$ cat config.mk
export PLATFORM = sky130hd
export DESIGN_NAME = apb_reg_initiator
export DESIGN_NICKNAME = d
export VERILOG_FILES = /design/src/rtl/apb_initiator_package.sv /design/src/rtl/apb_reg_initiator.sv
export SDC_FILE = /design/constraint.sdc
export NUM_CORES = 1
export LEC_CHECK = 0
export BUFFER_PORTS_ARGS = -buffer_cell sky130_fd_sc_hd__buf_2
export CAP_MARGIN = 20
export CORE_MARGIN = 2
export CORE_UTILIZATION = 46
export DETAILED_ROUTE_END_ITERATION = 12
export PLACE_DENSITY = 0.82
export SLEW_MARGIN = 15
export SYNTH_ARGS = -nofsm -noshare
export SYNTH_HDL_FRONTEND = slang
export SYNTH_SLANG_ARGS = --single-unit
export TNS_END_PERCENT = 5
$ cat constraint.sdc
create_clock -name clk -period 2.15 [get_ports clk]
set_input_delay 0.1075 -clock clk [delete_from_list [all_inputs] [get_ports clk]]
set_output_delay 0.1075 -clock clk [all_outputs]
set_load 0.02 [all_outputs]
$ cat src/rtl/apb_initiator_package.sv
`default_nettype none
// ============================================================================
// apb_initiator_package: shared types and constants for the APB register
// initiator and its register completers.
// Revision: 1.0
// ============================================================================
package apb_initiator_package;

    localparam int APB_ADDR_W = 32;
    localparam int APB_DATA_W = 32;

    // Also returned by the register completers for unmapped reads
    localparam logic [31:0] APB_ERR_PATTERN = 32'hBADD_C0DE;

    typedef enum logic [1:0] {
        IDLE   = 2'd0,
        SETUP  = 2'd1,
        ACCESS = 2'd2,
        RESP   = 2'd3
    } apb_state_e;

    typedef struct packed {
        logic                  write;
        logic [APB_ADDR_W-1:0] addr;
        logic [APB_DATA_W-1:0] wdata;
    } apbReqSt;

    typedef struct packed {
        logic [APB_DATA_W-1:0] rdata;
        logic                  err;
        logic                  timeout;
    } apbRspSt;

endpackage
`default_nettype wire

$ cat src/rtl/apb_reg_initiator.sv
`default_nettype none
// ============================================================================
// apb_reg_initiator: runs one APB setup/access transfer per request-channel
// command and returns read data and error status on a response channel.
// Revision: 1.0
// ============================================================================
module apb_reg_initiator
    import apb_initiator_package::*;
#(
    parameter int ADDR_WIDTH     = 32,
    parameter int DATA_WIDTH     = 32,
    parameter int TIMEOUT_CYCLES = 16
) (
    input  logic                  clk,
    input  logic                  rst,
    input  logic                  req_valid,
    output logic                  req_ready,
    input  logic                  req_write,
    input  logic [ADDR_WIDTH-1:0] req_addr,
    input  logic [DATA_WIDTH-1:0] req_wdata,
    output logic                  rsp_valid,
    input  logic                  rsp_ready,
    output logic [DATA_WIDTH-1:0] rsp_rdata,
    output logic                  rsp_err,
    output logic                  rsp_timeout,
    output logic                  psel,
    output logic                  penable,
    output logic                  pwrite,
    output logic [ADDR_WIDTH-1:0] paddr,
    output logic [DATA_WIDTH-1:0] pwdata,
    input  logic [DATA_WIDTH-1:0] prdata,
    input  logic                  pready,
    input  logic                  pslverr
);

    localparam int                  c_CW        = (TIMEOUT_CYCLES < 2) ? 1 : $clog2(TIMEOUT_CYCLES);
    localparam logic [c_CW-1:0]     c_WAIT_LAST = c_CW'(TIMEOUT_CYCLES - 1);
    localparam logic [DATA_WIDTH-1:0] c_ERR_DATA = DATA_WIDTH'(APB_ERR_PATTERN);

    generate
        if (TIMEOUT_CYCLES < 2) begin : g_bad_timeout
            $error("apb_reg_initiator: TIMEOUT_CYCLES must be at least 2");
        end
    endgenerate

    apb_state_e              r_state;
    logic [c_CW-1:0]         r_wait_cnt;
    logic                    r_req_ready;
    logic                    r_psel;
    logic                    r_penable;
    logic                    r_pwrite;
    logic [ADDR_WIDTH-1:0]   r_paddr;
    logic [DATA_WIDTH-1:0]   r_pwdata;
    logic                    r_rsp_valid;
    logic [DATA_WIDTH-1:0]   r_rsp_rdata;
    logic                    r_rsp_err;
    logic                    r_rsp_timeout;

    always_ff @(posedge clk) begin
        if (rst) begin
            r_state       <= IDLE;
            r_wait_cnt    <= '0;
            r_req_ready   <= 1'b1;
            r_psel        <= 1'b0;
            r_penable     <= 1'b0;
            r_pwrite      <= 1'b0;
            r_paddr       <= '0;
            r_pwdata      <= '0;
            r_rsp_valid   <= 1'b0;
            r_rsp_rdata   <= '0;
            r_rsp_err     <= 1'b0;
            r_rsp_timeout <= 1'b0;
        end else begin
            case (r_state)
                IDLE: begin
                    if (req_valid) begin
                        r_req_ready <= 1'b0;
                        // Misaligned commands are answered locally; the bus stays quiet
                        if (req_addr[1:0] != 2'b00) begin
                            r_state       <= RESP;
                            r_rsp_valid   <= 1'b1;
                            r_rsp_rdata   <= c_ERR_DATA;
                            r_rsp_err     <= 1'b1;
                            r_rsp_timeout <= 1'b0;
                        end else begin
                            r_state    <= SETUP;
                            r_psel     <= 1'b1;
                            r_pwrite   <= req_write;
                            r_paddr    <= req_addr;
                            r_pwdata   <= req_wdata;
                            r_wait_cnt <= '0;
                        end
                    end
                end
                SETUP: begin
                    r_state   <= ACCESS;
                    r_penable <= 1'b1;
                end
                ACCESS: begin
                    if (pready) begin
                        r_state       <= RESP;
                        r_psel        <= 1'b0;
                        r_penable     <= 1'b0;
                        r_pwrite      <= 1'b0;
                        r_rsp_valid   <= 1'b1;
                        r_rsp_rdata   <= r_pwrite ? '0 : prdata;
                        r_rsp_err     <= pslverr;
                        r_rsp_timeout <= 1'b0;
                    end else if (r_wait_cnt == c_WAIT_LAST) begin
                        r_state       <= RESP;
                        r_psel        <= 1'b0;
                        r_penable     <= 1'b0;
                        r_pwrite      <= 1'b0;
                        r_rsp_valid   <= 1'b1;
                        r_rsp_rdata   <= c_ERR_DATA;
                        r_rsp_err     <= 1'b1;
                        r_rsp_timeout <= 1'b1;
                    end else if (r_wait_cnt != '1) begin
                        r_wait_cnt <= r_wait_cnt + 1'b1;
                    end
                end
                RESP: begin
                    if (rsp_ready) begin
                        r_state     <= IDLE;
                        r_rsp_valid <= 1'b0;
                        r_req_ready <= 1'b1;
                    end
                end
                default: begin
                    r_state     <= IDLE;
                    r_req_ready <= 1'b1;
                end
            endcase
        end
    end

    assign req_ready   = r_req_ready;
    assign rsp_valid   = r_rsp_valid;
    assign rsp_rdata   = r_rsp_rdata;
    assign rsp_err     = r_rsp_err;
    assign rsp_timeout = r_rsp_timeout;
    assign psel        = r_psel;
    assign penable     = r_penable;
    assign pwrite      = r_pwrite;
    assign paddr       = r_paddr;
    assign pwdata      = r_pwdata;

endmodule
`default_nettype wire

==> metrics.txt <==
status=completed; FF-to-FF path depth=7; Syn Nets=620; Critical Path Start Type=flop; post-synth cell types=40; number of iterations in the first detailed-routing pass=4; Post-synth EDFFs=0; clk sinks=between 100 and 150; average routed wire per standard cell=13.7 µm; Max Fclk=between 0.5 and 0.6 GHz; Hold Path Class=in -> reg; Vias=4543; final std cells w/o fill=between 800 and 900; CP Capture Type=flop; Ys Warns=0; Cells after DPL=~800; Chip Height=between 100 and 150 µm; # diodes=0; Reg clk slew, reported paths=about 0.10 ns; WL final=around 12000 µm; CTS Root Cell=clkbuf_8; hold_ws=0.0152 ns; final setup margin=between 0.2 and 0.3 ns; fin crit share=87.2%; Synth Cell Area=between 4000 and 5000 µm²; drt initial violations=approximately 140; initial antenna violation count=0; worst rel slew slack=60.6%; row count=35; endpoints failing hold=0; Async S/R FF share, synth=0%; Overflow after GRT=0; cell taking the most area after synthesis=dfxtp_1; fraction of layout cells with a size suffix above 1=31.8%; GRT Total Usage=about a quarter; Seq/Total Area, Yosys=between 50% and 60%; hpwl dp=7620 µm; Synth top area share=between 50% and 60%; area of the core=about 9000 µm²; register area=roughly 2200 µm²; Tmin final=1.87 ns; number of global-route vias before repair=around 4400; hold path depth=3; Final Setup Violations=0; initial cell density of the core=47.1%; Worst-Skew Late Latency=~0.36 ns; Post-synth top flop=dfxtp_1; Avg Cell Area, Syn=8.40 µm²; first-pass GRT wire length=a little under 20000 µm; arrival time worst endpoint=2.14 ns; DIE WIDTH=101 µm; worst slew pin tran=between 0.5 and 0.6 ns; Vias/cell=roughly 5.1; Worst Path Max Fanout=46; CTS tree=done; Leakage Power=2.87 nW; Design Area, Final=about 6400 µm²; filler cell count=698; number of synthesized register bits=~110; nets=between 800 and 900; Max H-tree Level=3; hold buffer count at CTS=84; DRC=0; routability congestion estimate=0.861; Die ar.=10200 µm²; clk_skew=roughly 0.014 ns; fin. max-slew vios=0; Routed Antenna Nets=0; I/O pin count=around 210; worst setup path category=reg -> reg; Post-CTS Setup Inserts=0; area occupied by multi-input gates=1910 µm²; Data required, critical path=~2.4 ns; Port Buffers=between 200 and 250; unrepaired setup endpoints after global routing=no; TritonCTS Buffers=9; Critical Path Source=r_state[0]$_SDFFE_PP0P_; Max Cap Viol=0; Area Overhead vs Synth=49.2%; post-cts sizing count=0; Mapped Cells=just over 500; Worst R2R Start=r_state[0]$_SDFFE_PP0P_; PD cells=roughly 900 nW/µm²; hold path start=pslverr; Placed Area=between 5000 and 6000 µm²; setup TNS=0 ns; CTS Buffer Depth=2; synth top area cells=dfxtp_1, nand2_1, a21oi_1; Max rail drop VDD=about 0.00055 V; pre-CTS setup slack=between 0.2 and 0.3 ns; pin count of the biggest net entering global routing=65
## state kept, by name, indices dropped and copies added (netlist names)
register	flops
rsp_valid	1
penable	1
rsp_rdata	32
r_state	2
r_wait_cnt	4
psel	1
pwdata	32
req_ready	1
rsp_timeout	1
rsp_err	1
pwrite	1
paddr	32
## metrics by stage
step                utilization (%)  total power [W]
floorplan                         -          0.00381
global placement               58.8          0.00425
detailed placement             58.8          0.00433
CTS                            70.2          0.00573
global route                   70.2          0.00601
finish                         70.2          0.00569
## routing by layer
metal / vias to the layer above / GRT usage, % / part of all wire [%]
met5: - / 0 / 0
met4: 0 / 13.1 / 4.4
met3: 47 / 5.76 / 5.6
met2: 169 / 41.5 / 50
met1: 2091 / 26.5 / 40
li1: 2236 / - / -
## power by group
| part | switching (W) | internal (W) | leakage (nW) | total (W) |
|---|---|---|---|---|
| registers | 0.000155 | 0.00230 | 0.887 | 0.00245 |
| logic | 0.00117 | 0.000783 | 1.88 | 0.00195 |
| clock network | 0.000693 | 0.000585 | 0.105 | 0.00128 |
| total | 0.00202 | 0.00367 | 2.87 | 0.00569 |
## kinds of logic after synthesis
family | share of synthesized area, %
muxes | 0.465
AOI/OAI and AO/OA | 17.4
and+or+nand+nor | 24.9
adders and majority gates | 1.16
buffers and inverters | 5.46
DFF | 50.7
## worst paths after layout
path	slack, ns	end
max	0.28	rsp_rdata[3]$_SDFFE_PP0P_
min	0.02	rsp_err$_SDFFE_PP0P_
max reg2reg	0.28	rsp_rdata[3]$_SDFFE_PP0P_
min reg2reg	0.46	pwdata[6]$_SDFFE_PP0P_
## synthesized netlist by cell type (2+ instances only)
cell type / instances
nand2_1: 132
buf_4: 10
nor2b_1: 3
nand3_1: 15
mux2i_1: 2
a31oi_1: 2
nor2_1: 30
nor3_1: 2
buf_2: 5
o21ai_0: 17
nor3b_1: 3
or2_2: 3
a21oi_1: 72
a211oi_1: 8
inv_1: 5
ha_1: 4
nand2b_1: 38
dfxtp_1: 109
a211oi_2: 12
clkbuf_1: 20
buf_8: 2
## layout by cell type, fill, tap and decap left out, types with 3 or more instances in the layout
cell and instances:
a211oi_1 8, a211oi_2 12, a21oi_1 71, buf_12 4, buf_2 204, buf_4 4, clkbuf_8 10, dfxtp_1 109
dlygate4sd3_1 84, ha_1 4, inv_1 5, nand2_1 132, nand2b_1 38, nand3_1 15, nor2_1 30, nor2b_1 3
nor3b_1 3, o21ai_0 17, or2_2 3
## critical path, stage by stage (launching register included)
cell      delay (ns)
dfxtp_1         0.37
inv_1           0.07
ha_1            0.34
nor2b_2         0.24
a22oi_2         0.25
buf_12          0.24
nor2_1          0.06
a211oi_1        0.21
## area by class of cell
| cell class | count | area share [%] |
|---|---|---|
| Sequential cell | 109 | 33.9 |
| Timing Repair Buffer | 296 | 30.7 |
| Multi-Input combinational cell | 361 | 29.7 |
| Clock buffer | 11 | 2.20 |
| Tap cell | 111 | 2.16 |
| Clock inverter | 5 | 1.01 |
| Inverter | 5 | 0.292 |
(Power assumes the default switching activity.)
